===== src/rtl/ep2_frame_parser_pkg.sv =====
// ============================================================================
// Module      : ep2_frame_parser_pkg
// Description : Shared constants and state encoding for the HPSDR protocol-1
//               Rx frame parser (ep2_frame_parser and ep2_sample_unpack).
// Revision    : 1.0 - initial release
// ============================================================================
`default_nettype none

package ep2_frame_parser_pkg;

    // Frame layout: 3 sync bytes, 5 C&C bytes, then 8-byte samples
    localparam logic [7:0] SYNC_BYTE    = 8'h7F;
    localparam int         FRAME_BYTES  = 512;
    localparam int         CC_BYTES     = 5;
    localparam int         SAMPLE_BYTES = 8;

    // Parser state encoding
    localparam int STATE_W = 3;
    typedef logic [STATE_W-1:0] state_t;

    localparam state_t ST_HUNT  = 3'd0;
    localparam state_t ST_SYNC1 = 3'd1;
    localparam state_t ST_SYNC2 = 3'd2;
    localparam state_t ST_CC    = 3'd3;
    localparam state_t ST_SAMP  = 3'd4;

endpackage

`default_nettype wire


===== src/rtl/ep2_sample_unpack.sv =====
// ============================================================================
// Module      : ep2_sample_unpack
// Description : Collects the eight bytes of one sample (Lhi Llo Rhi Rlo Ihi
//               Ilo Qhi Qlo) and presents them as four 16-bit fields with a
//               one-cycle valid pulse after the final byte is accepted.
// Ports       : clk, rst          - clock, synchronous active-high reset
//               i_shift_en        - accept i_byte this cycle
//               i_clear           - restart at byte 0 (takes priority)
//               i_byte            - incoming sample byte
//               o_last_byte       - current byte position is the final one
//               o_iq_valid        - pulse: sample fields updated
//               o_audio_l/r       - audio fields
//               o_tx_i/q          - transmit I/Q fields
// Revision    : 1.0 - initial release
// ============================================================================
`default_nettype none

module ep2_sample_unpack
    import ep2_frame_parser_pkg::*;
(
    input  logic        clk,
    input  logic        rst,
    input  logic        i_shift_en,
    input  logic        i_clear,
    input  logic [7:0]  i_byte,
    output logic        o_last_byte,
    output logic        o_iq_valid,
    output logic [15:0] o_audio_l,
    output logic [15:0] o_audio_r,
    output logic [15:0] o_tx_i,
    output logic [15:0] o_tx_q
);

    localparam int                 c_IDX_W    = $clog2(SAMPLE_BYTES);
    localparam logic [c_IDX_W-1:0] c_IDX_LAST = c_IDX_W'(SAMPLE_BYTES - 1);
    localparam int                 c_SHIFT_W  = 8 * (SAMPLE_BYTES - 1);

    logic [c_IDX_W-1:0]   r_byte_idx;
    logic [c_SHIFT_W-1:0] r_shift;
    logic                 r_iq_valid;
    logic [15:0]          r_audio_l;
    logic [15:0]          r_audio_r;
    logic [15:0]          r_tx_i;
    logic [15:0]          r_tx_q;

    assign o_last_byte = (r_byte_idx == c_IDX_LAST);

    always_ff @(posedge clk) begin
        if (rst) begin
            r_byte_idx <= '0;
            r_shift    <= '0;
            r_iq_valid <= 1'b0;
            r_audio_l  <= '0;
            r_audio_r  <= '0;
            r_tx_i     <= '0;
            r_tx_q     <= '0;
        end else begin
            r_iq_valid <= 1'b0;
            if (i_clear) begin
                r_byte_idx <= '0;
            end else if (i_shift_en) begin
                if (o_last_byte) begin
                    // The first seven bytes sit in the shift register; the
                    // eighth comes straight from the input. Stale shift
                    // contents are pushed out over the next sample.
                    r_byte_idx <= '0;
                    {r_audio_l, r_audio_r, r_tx_i, r_tx_q} <= {r_shift, i_byte};
                    r_iq_valid <= 1'b1;
                end else begin
                    r_byte_idx <= r_byte_idx + 1'b1;
                    r_shift    <= {r_shift[c_SHIFT_W-9:0], i_byte};
                end
            end
        end
    end

    assign o_iq_valid = r_iq_valid;
    assign o_audio_l  = r_audio_l;
    assign o_audio_r  = r_audio_r;
    assign o_tx_i     = r_tx_i;
    assign o_tx_q     = r_tx_q;

endmodule

`default_nettype wire


===== src/rtl/ep2_frame_parser.sv =====
// ============================================================================
// Module      : ep2_frame_parser
// Description : Parses HPSDR protocol-1 512-byte frames from the Rx FIFO byte
//               stream. Hunts for three sync bytes, decodes the five C&C
//               bytes into one control word per frame, unpacks the following
//               sample bytes, and tracks sync lock plus a saturating count of
//               sync mismatches. No backpressure: output pulses must be taken.
// Ports       : rx_clk       - byte clock
//               IF_rst_i     - synchronous active-high reset
//               rx_enable_i  - byte strobe
//               rx_data_i    - frame byte
//               cc_valid_o   - pulse: cc_addr_o/cc_ptt_o/cc_data_o updated
//               cc_addr_o    - C0[7:1]
//               cc_ptt_o     - C0[0]
//               cc_data_o    - {C1,C2,C3,C4}
//               iq_valid_o   - pulse: sample fields updated
//               audio_l_o/audio_r_o/tx_i_o/tx_q_o - sample fields
//               locked_o     - frame sync held
//               sync_err_o   - saturating sync-mismatch count
// Revision    : 1.0 - initial release
// ============================================================================
`default_nettype none

module ep2_frame_parser #(
    parameter logic [7:0] SYNC_BYTE         = ep2_frame_parser_pkg::SYNC_BYTE,
    parameter int         SAMPLES_PER_FRAME = 63,
    parameter int         ERR_W             = 8
) (
    input  logic             rx_clk,
    input  logic             IF_rst_i,
    input  logic             rx_enable_i,
    input  logic [7:0]       rx_data_i,
    output logic             cc_valid_o,
    output logic [6:0]       cc_addr_o,
    output logic             cc_ptt_o,
    output logic [31:0]      cc_data_o,
    output logic             iq_valid_o,
    output logic [15:0]      audio_l_o,
    output logic [15:0]      audio_r_o,
    output logic [15:0]      tx_i_o,
    output logic [15:0]      tx_q_o,
    output logic             locked_o,
    output logic [ERR_W-1:0] sync_err_o
);

    import ep2_frame_parser_pkg::*;

    localparam int                  c_SAMP_W  = (SAMPLES_PER_FRAME > 1) ? $clog2(SAMPLES_PER_FRAME) : 1;
    localparam logic [c_SAMP_W-1:0] c_SAMP_LAST = c_SAMP_W'(SAMPLES_PER_FRAME - 1);
    localparam logic [2:0]          c_CC_LAST   = 3'(CC_BYTES - 1);

    // ------------------------------------------------------------------
    // State and datapath registers
    // ------------------------------------------------------------------
    state_t              r_state;
    state_t              w_state_nxt;
    logic [2:0]          r_cc_idx;
    logic [c_SAMP_W-1:0] r_samp_idx;
    logic [7:0]          r_c0;
    logic [7:0]          r_c1;
    logic [7:0]          r_c2;
    logic [7:0]          r_c3;
    logic                r_cc_valid;
    logic [6:0]          r_cc_addr;
    logic                r_cc_ptt;
    logic [31:0]         r_cc_data;
    logic                r_locked;
    logic [ERR_W-1:0]    r_sync_err;

    // FSM-decoded control strobes
    logic w_is_sync;
    logic w_err_inc;
    logic w_lock_clr;
    logic w_cc_idx_clr;
    logic w_cc_capture;
    logic w_cc_done;
    logic w_samp_shift;
    logic w_last_byte;

    assign w_is_sync = (rx_data_i == SYNC_BYTE);

    // ------------------------------------------------------------------
    // FSM: state register
    // ------------------------------------------------------------------
    always_ff @(posedge rx_clk) begin
        if (IF_rst_i) begin
            r_state <= ST_HUNT;
        end else begin
            r_state <= w_state_nxt;
        end
    end

    // ------------------------------------------------------------------
    // FSM: next-state logic (everything holds while rx_enable_i is low)
    // ------------------------------------------------------------------
    always_comb begin
        w_state_nxt = r_state;
        if (rx_enable_i) begin
            case (r_state)
                ST_HUNT:  if (w_is_sync) w_state_nxt = ST_SYNC1;
                ST_SYNC1: w_state_nxt = w_is_sync ? ST_SYNC2 : ST_HUNT;
                ST_SYNC2: w_state_nxt = w_is_sync ? ST_CC : ST_HUNT;
                ST_CC:    if (r_cc_idx == c_CC_LAST) w_state_nxt = ST_SAMP;
                ST_SAMP:  if (w_last_byte && (r_samp_idx == c_SAMP_LAST)) w_state_nxt = ST_HUNT;
                default:  w_state_nxt = ST_HUNT;
            endcase
        end
    end

    // ------------------------------------------------------------------
    // FSM: output decode
    // ------------------------------------------------------------------
    always_comb begin
        w_err_inc    = 1'b0;
        w_lock_clr   = 1'b0;
        w_cc_idx_clr = 1'b0;
        w_cc_capture = 1'b0;
        w_cc_done    = 1'b0;
        w_samp_shift = 1'b0;
        if (rx_enable_i) begin
            case (r_state)
                ST_HUNT: begin
                    // Only the first stray byte after losing sync is counted
                    if (!w_is_sync && r_locked) begin
                        w_err_inc  = 1'b1;
                        w_lock_clr = 1'b1;
                    end
                end
                ST_SYNC1: begin
                    if (!w_is_sync && r_locked) begin
                        w_err_inc = 1'b1;
                    end
                end
                ST_SYNC2: begin
                    // Two sync bytes already seen: a mismatch here always counts
                    if (w_is_sync) begin
                        w_cc_idx_clr = 1'b1;
                    end else begin
                        w_err_inc  = 1'b1;
                        w_lock_clr = 1'b1;
                    end
                end
                ST_CC: begin
                    w_cc_capture = 1'b1;
                    w_cc_done    = (r_cc_idx == c_CC_LAST);
                end
                ST_SAMP: begin
                    w_samp_shift = 1'b1;
                end
                default: begin
                end
            endcase
        end
    end

    // ------------------------------------------------------------------
    // C&C capture, frame counters, lock and error tracking
    // ------------------------------------------------------------------
    always_ff @(posedge rx_clk) begin
        if (IF_rst_i) begin
            r_cc_idx   <= '0;
            r_samp_idx <= '0;
            r_c0       <= '0;
            r_c1       <= '0;
            r_c2       <= '0;
            r_c3       <= '0;
            r_cc_valid <= 1'b0;
            r_cc_addr  <= '0;
            r_cc_ptt   <= 1'b0;
            r_cc_data  <= '0;
            r_locked   <= 1'b0;
            r_sync_err <= '0;
        end else begin
            r_cc_valid <= w_cc_done;

            if (w_cc_idx_clr) begin
                r_cc_idx <= '0;
            end else if (w_cc_capture) begin
                r_cc_idx <= r_cc_idx + 1'b1;
            end

            if (w_cc_capture) begin
                case (r_cc_idx)
                    3'd0:    r_c0 <= rx_data_i;
                    3'd1:    r_c1 <= rx_data_i;
                    3'd2:    r_c2 <= rx_data_i;
                    3'd3:    r_c3 <= rx_data_i;
                    default: begin
                    end
                endcase
            end

            // C4 is taken directly from the input so the whole word updates
            // on the edge that accepts it.
            if (w_cc_done) begin
                r_cc_addr <= r_c0[7:1];
                r_cc_ptt  <= r_c0[0];
                r_cc_data <= {r_c1, r_c2, r_c3, rx_data_i};
            end

            if (w_cc_done) begin
                r_samp_idx <= '0;
            end else if (w_samp_shift && w_last_byte) begin
                r_samp_idx <= r_samp_idx + 1'b1;
            end

            if (w_cc_done) begin
                r_locked <= 1'b1;
            end else if (w_lock_clr) begin
                r_locked <= 1'b0;
            end

            if (w_err_inc && (r_sync_err != {ERR_W{1'b1}})) begin
                r_sync_err <= r_sync_err + 1'b1;
            end
        end
    end

    // ------------------------------------------------------------------
    // Sample unpacker; restarted at byte 0 as each frame's C&C completes
    // ------------------------------------------------------------------
    ep2_sample_unpack u_sample_unpack (
        .clk         (rx_clk),
        .rst         (IF_rst_i),
        .i_shift_en  (w_samp_shift),
        .i_clear     (w_cc_done),
        .i_byte      (rx_data_i),
        .o_last_byte (w_last_byte),
        .o_iq_valid  (iq_valid_o),
        .o_audio_l   (audio_l_o),
        .o_audio_r   (audio_r_o),
        .o_tx_i      (tx_i_o),
        .o_tx_q      (tx_q_o)
    );

    assign cc_valid_o = r_cc_valid;
    assign cc_addr_o  = r_cc_addr;
    assign cc_ptt_o   = r_cc_ptt;
    assign cc_data_o  = r_cc_data;
    assign locked_o   = r_locked;
    assign sync_err_o = r_sync_err;

endmodule

`default_nettype wire


===== config.mk =====
export PLATFORM = sky130hd
export DESIGN_NAME = ep2_frame_parser
export DESIGN_NICKNAME = d
export VERILOG_FILES = /design/src/rtl/ep2_frame_parser_pkg.sv /design/src/rtl/ep2_sample_unpack.sv /design/src/rtl/ep2_frame_parser.sv
export SDC_FILE = /design/constraint.sdc
export NUM_CORES = 1
export LEC_CHECK = 0
export BUFFER_PORTS_ARGS = -buffer_cell sky130_fd_sc_hd__buf_2
export CAP_MARGIN = 25
export CELL_PAD_IN_SITES_DETAIL_PLACEMENT = 0
export CELL_PAD_IN_SITES_GLOBAL_PLACEMENT = 1
export CORE_ASPECT_RATIO = 1.5
export CORE_MARGIN = 3
export CORE_UTILIZATION = 40
export DETAILED_ROUTE_END_ITERATION = 8
export GPL_TIMING_DRIVEN = 0
export PLACE_DENSITY_LB_ADDON = 0.1
export SYNTH_ARGS = -nofsm -noshare
export SYNTH_HDL_FRONTEND = slang
export SYNTH_SLANG_ARGS = --single-unit
export TNS_END_PERCENT = 20

===== constraint.sdc =====
create_clock -name rx_clk -period 2.74 [get_ports rx_clk]
set_input_delay 0.411 -clock rx_clk [delete_from_list [all_inputs] [get_ports rx_clk]]
set_output_delay 0.411 -clock rx_clk [all_outputs]
set_load 0.05 [all_outputs]

* After elaboration in Yosys (flattened, before gate mapping)
Index checks and enable logic that the tools add are counted.
** Operators by class
- Reduce and logical (&&, ||, !) cells :: 19
- Bitwise operators :: 3
- Multiplexer cells :: 25
- Equal/unequal tests :: 15
- Add/subtract/negate cells :: 4
** Operators by type and width (number)
- $mux W1 :: 16
- $pmux W3 S5 :: 1
- $eq A3 B2 Y1 const B :: 4
- $mux W3 :: 4
- $eq A3 B3 Y1 const B :: 3
- $add A8 B1 Y8 const B :: 1
- $eq A8 B7 Y1 const B :: 1
- $ne A8 B8 Y1 const B :: 1
- $reduce_and A2 Y1 :: 4
- $add A3 B1 Y3 const B :: 2
- $add A6 B1 Y6 const B :: 1
- $eq A3 B1 Y1 const B :: 2
- $eq A6 B6 Y1 const B :: 1
- $logic_not A3 Y1 :: 2
- $ne A2 B2 Y1 const B :: 3
- $reduce_and A3 Y1 :: 2
- $reduce_or A2 Y1 :: 3
- $logic_and A1 B1 Y1 :: 4
- $mux W2 :: 2
- $pmux W1 S2 :: 2
- $reduce_and A4 Y1 :: 1
- $not A1 Y1 :: 3
- $reduce_or A3 Y1 :: 1
- $reduce_bool A2 Y1 :: 1
- $logic_not A1 Y1 :: 1
** Storage, ports and cells
- Register bits after elaboration :: 218

* Longest topological paths before layout
- Word-level depth :: 8
- Mapped depth :: 9

* Modules after synthesis
A second synthesis with hierarchy kept.
** Second synthesis, totals
- Cell total of the unflattened synthesis :: 865
- Area total of the unflattened synthesis :: 8438.1 sq um
** By module, submodules not included
- ep2_sample_unpack :: area each 4788.3 sq um, times used 1, cells an instance 416, sequential area each 2482.4 sq um
- ep2_frame_parser :: area each 3649.8 sq um, times used 1, cells an instance 449, sequential area each 1881.8 sq um

* Least setup slack after synthesis
Ideal clock, no wire load.
- Path kind :: register -> register
- Start :: reg r_sync_err[0], in the netlist sync_err_o[0]
- End :: reg r_sync_err[4], in the netlist sync_err_o[4]
- Cell stages (with the launch flop) :: 6
- Required time :: 2617 ps
- Library setup time :: 123 ps
- Slack :: 952 ps
- Arrival :: 1664 ps
- Path buffers :: 0
- Cells stage by stage :: dfxtp_1 > ha_1 > nand4_1 > nor2_1 > nor4_1 > mux2_1
** Between the ends
- Longest elaborated chain between the ends :: 2
- Elaborated cells between the ends (all ways) :: 3
- Those cells by class :: 1 x add/sub; 1 x eq/ne; 1 x reduce/logical
** RTL lines
- start, declared :: line ep2_frame_parser.sv:68 : logic [ERR_W-1:0] r_sync_err;
- start signal, assigned :: line ep2_frame_parser.sv:214 : r_sync_err <= r_sync_err + 1'b1;
- branches (longest 2 deep; another with $add A8 B1 Y8)
Parallel ways; which one is timed is not known.
A chain may end at the register's enable or synchronous reset.

* Worst setup path in the final report
- Start :: in IF_rst_i
- End :: reg r_c3[6]
** RTL lines
- start, declared :: line ep2_frame_parser.sv:30 : input logic IF_rst_i,
- end signal, assigned :: line ep2_frame_parser.sv:187 : 3'd3: r_c3 <= rx_data_i;
- end, declared :: line ep2_frame_parser.sv:62 : logic [7:0] r_c3;
No word-level cell between the ends.

==> summary.md <==
| Metric | Value |
|---|---|
| Area share of the largest cell type after synthesis | 0.541 |
| I/O Buffers | between 100 and 150 |
| Initial DRT Pass Iterations | 4 |
| Final Max Slew Viols | 0 |
| Post-CTS setup buffers | 0 |
| Gr usage total | 0.197 |
| Synth cell types | 40 |
| Crit share post-route | 0.785 |
| 1st-iter DRT viols | around 340 |
| CTS H-Tree Depth | 1 |
| Most frequent cells in the layout | nand2_1 (340), dfxtp_1 (218), a21oi_1 (175), buf_2 (147), nor2_1 (44) |
| Syn nets | approximately 1,000 |
| Nets | approximately 1,100 |
| Synthesized instance count | 979 |
| Average size of a mapped cell | 8.25 µm² |
| Die width | approximately 120 µm |
| Max_slew headroom | 0.367 |
| Syn. warnings | 0 |
| Overflow after GRT | 0 |
| Reg2Reg Depth | 9 |
| CP required | 3.08 ns |
| Fin. Hold Viols | 0 |
| Synth Flop Type | dfxtp_1 |
| Synthesized area | 8070 µm² |
| Final setup violation count | 0 |
| Final routed DRC violation total | 0 |
| Hold_buf cts | 0 |
| Hold path depth | 3 |
| # rows | 63 |
| Antenna violations before repair | 0 |
| ANT cells | 0 |
| Clk sinks | about 220 |
| Register area share after synthesis | 0.541 |
| CTS Buffer Depth | 3 |
| Outcome | complete, no violations |
| # Max-Cap Violations | 0 |
| Fillers | about 2,000 |
| Post-synthesis async set-or-reset flop share | 0 |
| GP Congestion | a little under 0.8 |
| EDFF count, synth | 0 |
| CTS tree | yes |
| F_max | about 0.47 GHz |
| Post-route ant nets | 0 |
| Post-DP Area | ~9000 µm² |
| Cell area after layout | approximately 9700 µm² |
| Die height | about 180 µm |
| Largest net degree at the start of global routing | 14 |
| Synthesis-to-layout area growth | 20.0% |
| Post-route setup slack | around 0.59 ns |
| #FFs+latches synth | 218 |
| Worst Max-Slew Pin Slew | between 0.9 and 1 ns |
| Vias | 6,815 |
| Lkg Pwr | between 3 and 4 nW |
| Die Area | 22,000 µm² |
| Initial Util | 0.408 |
| Final Critical Period | 2.15 ns |
| Number of I/O pins | 126 |
| Final TNS setup | 0 ns |
| Post-synth top area cell | dfxtp_1 |
| Clk_lat worst skew | 0.50 ns |
| Hold crit path type | input port to register |
| Total power | 6.16 mW |
| DPL Wire Length | about 16,000 µm |
| Drt wl/cell | approximately 16 µm |
| CTS resizes | 0 |
| Crit Path Class | input port to register |
| Layout cells sized above 1 | 0.178 |
| DR vias/cell | slightly below 5 |
| VDD IR-drop max | 0.000406 V |
| Most common cell after layout, fill and taps aside | nand2_1 |
| Vias in the first global route | 6,558 |
| Fin Clk Skew | about 0.0079 ns |
| Setup crit start kind | input port |
| Final wirelength | ~22,000 µm |
| PD cells | about 640 nW/µm² |
| WHS | 0.259 ns |
| Synth area leaders | dfxtp_1 (54%), nand2_1 (16%), a21oi_1 (11%), mux2i_1 (3.3%), nor2_1 (2.0%) |
| Worst Setup End Kind | register |
| Clock Tree Root | clkbuf_16 |
| RSZ-0062 raised after global routing | false |
| Setup Slack @ Placement | roughly 0.055 ns |
| Worst Path Max Fanout | 10 |
| Total CTS buffers | 22 |
| Arrival time worst endpoint | between 2 and 2.5 ns |
| Clock-pin slew on the worst setup and hold paths | ~0.06 ns |
| Core ar. | roughly 20,000 µm² |
| First-pass GRT wire length | 35,000 µm |
through the flow:
| stage | util | std cells |
|---|---|---|
| finish | 0.490 | 1394 |
| global route | 0.490 | 1394 |
| detailed placement | 0.454 | 1357 |
| floorplan | - | 979 |
| global placement | 0.454 | 1357 |
| CTS | 0.490 | 1394 |
area by class of cell:
cell class,instances,area (µm²),share of cell area
Clock buffer,34,677,0.0699
Buffer,77,404,0.0417
Timing Repair Buffer,118,591,0.0610
Inverter,7,26.3,0.00271
Sequential cell,218,4360,0.451
Clock inverter,3,18.8,0.00194
Tap cell,260,325,0.0336
Multi-Input combinational cell,677,3280,0.339
state kept, by name, indices dropped and copies added, names as in the netlist, 3 cells and up:
| name | cells |
|---|---|
| r_state | 3 |
| u_sample_unpack.o_audio_r | 16 |
| u_sample_unpack.o_tx_q | 16 |
| u_sample_unpack.r_shift | 56 |
| u_sample_unpack.o_tx_i | 16 |
| u_sample_unpack.o_audio_l | 16 |
| cc_data_o | 32 |
| sync_err_o | 8 |
| r_cc_idx | 3 |
| u_sample_unpack.r_byte_idx | 3 |
| r_samp_idx | 6 |
| r_c3 | 8 |
| r_c2 | 8 |
| r_c0 | 8 |
| cc_addr_o | 7 |
| r_c1 | 8 |
logic make-up (layout without fill, tap and decap cells):
kind of cell,count (synthesis),count (layout),share of synthesized area
compound gates,192,192,0.125
xor+xnor,5,5,0.00542
fa+ha+maj,10,10,0.0155
buf+inv,84,239,0.0533
flops,218,218,0.541
mux,32,32,0.0404
simple gates,438,438,0.220
synthesized netlist by cell type, types with 7 or more instances:
| cell type | number |
|---|---|
| nand2_1 | 340 |
| dfxtp_1 | 218 |
| a21oi_1 | 175 |
| nor2_1 | 44 |
| buf_2 | 29 |
| clkbuf_1 | 29 |
| mux2i_1 | 27 |
| nand3_1 | 15 |
| buf_4 | 13 |
| ha_1 | 10 |
| and3_1 | 7 |
| inv_1 | 7 |
power by group:
part | switching, mW | total (mW) | internal [mW]
logic | 0.0979 | 0.116 | 0.0180
clock network | 1.19 | 2.88 | 1.69
registers | 0.00000499 | 3.17 | 3.17
critical path, stage by stage:
cell	delay, ns
buf_2	0.10
clkbuf_1	0.45
clkbuf_1	0.77
clkbuf_1	0.67
a21oi_1	0.09
final timing paths:
kind | start | endpoint | slack, ns
worst max register to register | u_sample_unpack.r_byte_idx[0] | u_sample_unpack.o_tx_q[1] | 0.77
worst max-delay path | IF_rst_i | r_c3[6] | 0.59
worst min-delay path | rx_data_i[4] | u_sample_unpack.o_tx_q[4] | 0.26
worst min register to register | r_c0[2] | cc_addr_o[1] | 0.45
per-layer routing:
layer | part of all wire | GRT usage
met3 | 0.039 | 0.0274
met2 | 0.52 | 0.360
met1 | 0.42 | 0.243
met5 | 0 | 0
met4 | 0.015 | 0.0440
Power figures use the tool's default switching activity.
